**config.mk**
```make
export PLATFORM = sky130hd
export DESIGN_NAME = mix_column_stage
export DESIGN_NICKNAME = d
export VERILOG_FILES = /design/src/rtl/mix_column_stage.sv
export SDC_FILE = /design/constraint.sdc
export NUM_CORES = 1
export LEC_CHECK = 0
export CAP_MARGIN = 5
export CORE_MARGIN = 4
export CORE_UTILIZATION = 42
export DETAILED_ROUTE_END_ITERATION = 8
export PLACE_DENSITY = 0.86
export SYNTH_ARGS = -nofsm -noshare
export SYNTH_HDL_FRONTEND = slang
export SYNTH_SLANG_ARGS = --single-unit
```
**constraint.sdc**
```tcl
create_clock -name ap_clk -period 2.61 [get_ports ap_clk]
set_input_delay 0.6525 -clock ap_clk [delete_from_list [all_inputs] [get_ports ap_clk]]
set_output_delay 0.6525 -clock ap_clk [all_outputs]
set_load 0.05 [all_outputs]
```
**src/rtl/mix_column_stage.sv**
```systemverilog
// AES MixColumns over the statemt RAM: reads each column through both ports,
// mixes it in GF(2^8) and writes it back in place under the ap_start/ap_done handshake.
module mix_column_stage #(
    parameter int NUM_COLS = 4,
    parameter int ADDR_W   = 5,
    parameter int DATA_W   = 32
) (
    input  logic              ap_clk,
    input  logic              ap_rst_n,
    input  logic              ap_start,
    output logic              ap_done,
    output logic              ap_idle,
    output logic              ap_ready,
    output logic [ADDR_W-1:0] statemt_address0,
    output logic              statemt_ce0,
    output logic              statemt_we0,
    output logic [DATA_W-1:0] statemt_d0,
    input  logic [DATA_W-1:0] statemt_q0,
    output logic [ADDR_W-1:0] statemt_address1,
    output logic              statemt_ce1,
    output logic              statemt_we1,
    output logic [DATA_W-1:0] statemt_d1,
    input  logic [DATA_W-1:0] statemt_q1
);

    typedef enum logic [2:0] {
        S_IDLE = 3'd0,
        S_RD01 = 3'd1,
        S_RD23 = 3'd2,
        S_CAP  = 3'd3,
        S_WR01 = 3'd4,
        S_WR23 = 3'd5,
        S_DONE = 3'd6
    } state_t;

    localparam logic [1:0] LAST_J = 2'(NUM_COLS - 1);

    // Multiply by x in GF(2^8) with the AES reduction polynomial.
    function automatic logic [7:0] xt(input logic [7:0] b);
        return {b[6:0], 1'b0} ^ (b[7] ? 8'h1B : 8'h00);
    endfunction

    state_t      r_state;
    state_t      w_next_state;
    logic [1:0]  r_j;
    logic [7:0]  r_s0, r_s1, r_s2, r_s3;
    logic [7:0]  w_r0, w_r1, w_r2, w_r3;
    logic        w_unused_q;

    // Only the low byte of each word carries state.
    assign w_unused_q = ^{statemt_q0[DATA_W-1:8], statemt_q1[DATA_W-1:8]};

    assign w_r0 = xt(r_s0) ^ xt(r_s1) ^ r_s1 ^ r_s2 ^ r_s3;
    assign w_r1 = r_s0 ^ xt(r_s1) ^ xt(r_s2) ^ r_s2 ^ r_s3;
    assign w_r2 = r_s0 ^ r_s1 ^ xt(r_s2) ^ xt(r_s3) ^ r_s3;
    assign w_r3 = xt(r_s0) ^ r_s0 ^ r_s1 ^ r_s2 ^ xt(r_s3);

    // State register, column counter and captured column bytes.
    always_ff @(posedge ap_clk or negedge ap_rst_n) begin
        if (!ap_rst_n) begin
            r_state <= S_IDLE;
            r_j     <= 2'd0;
            r_s0    <= 8'h00;
            r_s1    <= 8'h00;
            r_s2    <= 8'h00;
            r_s3    <= 8'h00;
        end else begin
            r_state <= w_next_state;
            case (r_state)
                S_IDLE: begin
                    if (ap_start) r_j <= 2'd0;
                    else          r_j <= r_j;
                end
                S_RD23: begin
                    r_s0 <= statemt_q0[7:0];
                    r_s1 <= statemt_q1[7:0];
                end
                S_CAP: begin
                    r_s2 <= statemt_q0[7:0];
                    r_s3 <= statemt_q1[7:0];
                end
                S_WR23: r_j <= r_j + 2'd1;
                default: r_j <= r_j;
            endcase
        end
    end

    // Next-state and RAM/handshake decode; outputs depend only on state so reset drops them at once.
    always_comb begin
        w_next_state     = r_state;
        ap_done          = 1'b0;
        ap_idle          = 1'b0;
        statemt_ce0      = 1'b0;
        statemt_we0      = 1'b0;
        statemt_ce1      = 1'b0;
        statemt_we1      = 1'b0;
        statemt_address0 = {ADDR_W{1'b0}};
        statemt_address1 = {ADDR_W{1'b0}};
        statemt_d0       = {DATA_W{1'b0}};
        statemt_d1       = {DATA_W{1'b0}};
        case (r_state)
            S_IDLE: begin
                ap_idle = !ap_start;
                if (ap_start) w_next_state = S_RD01;
                else          w_next_state = S_IDLE;
            end
            S_RD01: begin
                statemt_ce0      = 1'b1;
                statemt_ce1      = 1'b1;
                statemt_address0 = ADDR_W'({r_j, 2'd0});
                statemt_address1 = ADDR_W'({r_j, 2'd1});
                w_next_state     = S_RD23;
            end
            S_RD23: begin
                statemt_ce0      = 1'b1;
                statemt_ce1      = 1'b1;
                statemt_address0 = ADDR_W'({r_j, 2'd2});
                statemt_address1 = ADDR_W'({r_j, 2'd3});
                w_next_state     = S_CAP;
            end
            S_CAP: w_next_state = S_WR01;
            S_WR01: begin
                statemt_ce0      = 1'b1;
                statemt_we0      = 1'b1;
                statemt_ce1      = 1'b1;
                statemt_we1      = 1'b1;
                statemt_address0 = ADDR_W'({r_j, 2'd0});
                statemt_address1 = ADDR_W'({r_j, 2'd1});
                statemt_d0       = DATA_W'(w_r0);
                statemt_d1       = DATA_W'(w_r1);
                w_next_state     = S_WR23;
            end
            S_WR23: begin
                statemt_ce0      = 1'b1;
                statemt_we0      = 1'b1;
                statemt_ce1      = 1'b1;
                statemt_we1      = 1'b1;
                statemt_address0 = ADDR_W'({r_j, 2'd2});
                statemt_address1 = ADDR_W'({r_j, 2'd3});
                statemt_d0       = DATA_W'(w_r2);
                statemt_d1       = DATA_W'(w_r3);
                if (r_j == LAST_J) w_next_state = S_DONE;
                else               w_next_state = S_RD01;
            end
            S_DONE: begin
                ap_done      = 1'b1;
                w_next_state = S_IDLE;
            end
            default: w_next_state = S_IDLE;
        endcase
    end

    assign ap_ready = ap_done;

endmodule

```
== Word-level counts from Yosys, hierarchy flattened ==
Index checks and enable logic that the tools add are counted.

* Bitwise gates (word level): 20
* $add $sub $neg: 1
* Reduce and logical (&&, ||, !) cells: 8
* Equality and inequality tests: 8
* Muxes and demuxes: 17

{| class="wikitable"
|+ Operators by type and width
! kind !! number
|-
| 8-bit bitwise XOR || 16
|-
| 8-bit case mux with 2 select lines || 2
|-
| 8-bit by 5-bit bitwise XOR with 8-bit output || 4
|-
| 5-bit two-way mux || 4
|-
| 3-bit case mux with 6 select lines || 1
|-
| 4-bit case mux with 2 select lines || 2
|-
| 3-bit == test (second input constant) || 3
|-
| 3-bit by 2-bit == test with 1-bit output (second input constant) || 2
|-
| 2-bit OR reduction || 3
|-
| 1-bit two-way mux || 5
|-
| 2-bit case mux with 2 select lines || 1
|-
| 4-bit OR reduction || 1
|-
| 3-bit by 1-bit == test with 1-bit output (second input constant) || 1
|-
| 3-bit zero test || 1
|-
| 3-bit two-way mux || 1
|-
| 2-bit by 1-bit adder with 2-bit output (second input constant) || 1
|-
| 2-bit == test (second input constant) || 1
|-
| 2-bit two-way mux || 1
|-
| 2-bit != test (second input constant) || 1
|-
| 2-bit AND reduction || 1
|-
| 2-bit nonzero test || 1
|-
| 1-bit zero test || 1
|}

* Word-level logic and storage cells: 60
* Register bits after elaboration: 37
* Output and inout port bits: 81
* Input port bits: 67

== Logic depth before layout (Yosys ltp) ==
* Word-level depth: 7
* Mapped depth: 7
* Mapped depth without buffers: 5

== Least setup slack after synthesis ==
No wires, ideal clock.

* Path type: reg-to-output
* Start point: reg r_state[0]
* End point: out statemt_address1[2]
* Setup slack: -0.569 ns
* Buffers on the path: 3
* Arrival: 2.526 ns
* Required time: 1.957 ns
* Stages on the path, launching flop included: 7
* Path through: dfrtp_1 -> clkbuf_1 -> buf_2 -> nor2_1 -> xnor2_1 -> and2_1 -> buf_4

* Longest elaborated chain between the ends: 3
* Elaborated cells on any way between the ends: 7
* Classes of those cells: eq/ne: 4; mux: 1; reduce/logical: 2

{| class="wikitable"
|+ Ends and longest elaborated chain
! what !! line !! source
|-
| start, declared || 43 || <nowiki>state_t r_state;</nowiki>
|-
| start signal, assigned || 68 || <nowiki>r_state <= w_next_state;</nowiki>
|-
| 3-bit == test, or another cell as far along || 101 || <nowiki>case (r_state)</nowiki>
|-
| 2-bit OR reduction (no source line) || n/a ||
|-
| 4-bit case mux with 2 select lines (*) || 101 ||
|-
| end, declared || 19 || <nowiki>output logic [ADDR_W-1:0] statemt_address1,</nowiki>
|}

Every way passes the cells marked *; elsewhere a longest branch is shown, timed or not.

== Final worst setup path ==
* Start point: reg r_s1[1]
* End point: out statemt_d0[1]

* Longest elaborated chain between the ends: 5
* Elaborated cells on any way between the ends: 8
* Classes of those cells: mux: 1; bitwise: 7

{| class="wikitable"
|+ Ends and longest elaborated chain
! what !! line !! source
|-
| start, declared || 46 || <nowiki>logic [7:0] r_s0, r_s1, r_s2, r_s3;</nowiki>
|-
| start signal, assigned || 76 || <nowiki>r_s1 <= statemt_q1[7:0];</nowiki>
|-
| 8-bit bitwise XOR (4 in series) || 55 || <nowiki>assign w_r2 = r_s0 ^ r_s1 ^ xt(r_s2) ^ xt(r_s3) ^ r_s3;</nowiki>
|-
| 8-bit case mux with 2 select lines (*) || 101 ||
|-
| end, declared || 17 || <nowiki>output logic [DATA_W-1:0] statemt_d0,</nowiki>
|}

Marks and branches as above.

==> run metrics <==
Ant. Diodes 0; type of the tightest min-delay check register to register; Critical Path RT about 2.0 ns; clock latency at the later pin of the worst-skew pair between 0.2 and 0.3 ns; most frequent cells in the layout xnor2_1, conb_1, mux2_2; Cell Count Post-Placement 437; pin count of the biggest net entering global routing 38; Global Route Usage Sum 0.1516; RSZ-0062 raised after global routing true; DP Worst Slack 0.1051 ns; H-tree level count 2; CTS Buf Count 5; DP HPWL approximately 5000 µm; vias in the first global route 2,085; slowest CP cell xnor3_2; Die Span X 95.06 µm; violated checks setup timing; Yosys top cell area share 0.2909; worst-path cell chain xnor3_2 -> xnor3_1 -> mux2i_1 -> xnor2_1 -> nor2_2 -> buf_12; initial DRC count 72; Post-Syn Instances 304; die extent in y roughly 95 µm; final WL 7047 µm; synth top area cells dfrtp_1, xnor2_1, buf_4, mux2_2, mux2i_1; CP Data Arrival Time 2.07 ns; first-pass GRT wire length approximately 11,000 µm; via count 2,085; Fin. Hold Viols 0; Die ar. 9035 µm²; Antenna Nets Post-Route 0; TritonCTS clock tree done; CTS sink cnt 37; synthesis-to-layout area growth 34.16%; nets 426; Tmin final roughly 2.7 ns; GP Congestion just over 0.8; IO Port Bufs 48; layout cells sized above 1 0.3872; commonest non-fill, non-tap cell in the layout xnor2_1; critical path endpoint category primary output; I/O pin total 148; DRC viols 0; Core ar. 7292 µm²; drt pass-1 iters 4; sequential share of the synthesized area 0.2909; #FFs+latches synth 37; Starting Density 0.4365; Syn. warnings 0; area leader, netlist dfrtp_1; startpoint types register; CTS max path bufs 2; Max Fclk 0.3679 GHz; final setup violation count 10; Slew @ Worst Pin 0.5631 ns; Setup Skew 0.01028 ns; filler cell count 553; Mean Syn Cell Area 10.47 µm²; max incr delay on CP a little over 0.4 ns; Non-Filler Instances 458; initial antenna violation count 0; Mapped Area 3183 µm²; total gr overflow 0; setup ws final -0.1084 ns; final worst path period share 1.042; CP max FO 2; Synth cell types 33; pins over their slew limit 0; Max-Cap Viols 0; crit path kind register to primary output; hold slack 0.5802 ns; clk root buf clkbuf_8; outcome finished with violations; Wirelength per Cell ~15 µm; Reg clk slew, reported paths about 0.080 ns; vias per cell 4.552; Slew Limit Headroom 0.6235; num rows 31
[timing repair]
item	4_1_cts	5_1_grt
resized for setup	16	21
setup endpoints to repair	11	14
buffers inserted	5	8
pin swaps	8	12
hold buffers	0	0
cloned	0	0
[cells by family after synthesis]
group / count (synthesis) / share of synthesized area
xor gates and xnor gates: 94 / 0.3003
muxes: 48 / 0.1635
adders and majority gates: 1 / 0.003930
AOI/OAI and AO/OA: 9 / 0.01769
DFF: 37 / 0.2909
buffers and inverters: 76 / 0.1647
other: 1 / 0.001178
and+or+nand+nor: 38 / 0.05778
[cells in the mapped netlist (all sizes together)]
master,count
a311oi,1
xor3,1
o22ai,2
mux2,32
dfrtp,37
nor3b,1
and3b,1
and2,2
a21oi,2
xnor3,6
nand2b,4
ha,1
nor3,1
nor4,1
nand2,6
inv,1
buf,70
xnor2,69
mux2i,16
o21ai,2
o21a,1
conb,1
clkbuf,5
a211oi,1
nand3b,1
nor2b,2
xor2,18
nor2,19
[area by class of cell]
class	instances	area [µm²]	area share
multi-input combinational	241	2158	0.5054
timing repair buffer	72	948.4	0.2221
sequential	37	934.6	0.2189
tap	99	123.9	0.02901
clock buffer	7	96.34	0.02256
clock inverter	1	5.005	0.001172
inverter	1	3.754	0.0008790
[sequential cells by signal, summed over array words and instances (netlist names)]
signal	count
r_j	2
r_s3	8
r_s2	8
r_s0	8
r_state	3
r_s1	8
[worst max-delay path, delay by kind of cell, from the launching register on]
family / cells / cell delay, ns
XOR/XNOR: 3 / 0.87
flip-flops: 1 / 0.40
multiplexers: 1 / 0.19
buffers and inverters: 1 / 0.15
AND/OR/NAND/NOR: 1 / 0.15
[per-layer routing]
| layer | up-vias | track usage | routed length (µm) |
|---|---|---|---|
| li1 | 980 | - | - |
| met1 | 1017 | 0.1839 | 2849 |
| met2 | 78 | 0.2683 | 3683 |
| met5 | - | 0 | 0 |
| met4 | 0 | 0.04928 | 108 |
| met3 | 10 | 0.03078 | 406 |
[path summary, 6_finish.rpt]
path,startpoint,cells after the start,end,slack (ns)
max in group asynchronous,ap_rst_n,2,r_s1[7]$_DFFE_PN0P_,1.46
min reg2reg,r_j[0]$_DFFE_PN0P_,1,r_j[0]$_DFFE_PN0P_,0.58
min in group asynchronous,ap_rst_n,2,r_s1[1]$_DFFE_PN0P_,0.77
min,r_j[0]$_DFFE_PN0P_,1,r_j[0]$_DFFE_PN0P_,0.58
max reg2reg,r_state[0]$_DFF_PN0_,4,r_s2[5]$_DFFE_PN0N_,0.74
max,r_s1[1]$_DFFE_PN0P_,6,statemt_d0[1],-0.11
[stage by stage]
| step | TNS, ns | area [µm²] | util |
|---|---|---|---|
| 2_1_floorplan | -0.1719 | 3417 | - |
| 3_3_place_gp | 0 | 3859 | 0.5292 |
| 3_5_place_dp | 0 | 3859 | 0.5292 |
| 4_1_cts | -0.5249 | 4083 | 0.5599 |
| 5_1_grt | -1.511 | 4270 | 0.5856 |
| 6_report | -0.5303 | 4270 | 0.5856 |
Power is not shown: default switching activity piles up to over one toggle a cycle in this logic, so the estimate is an artifact.
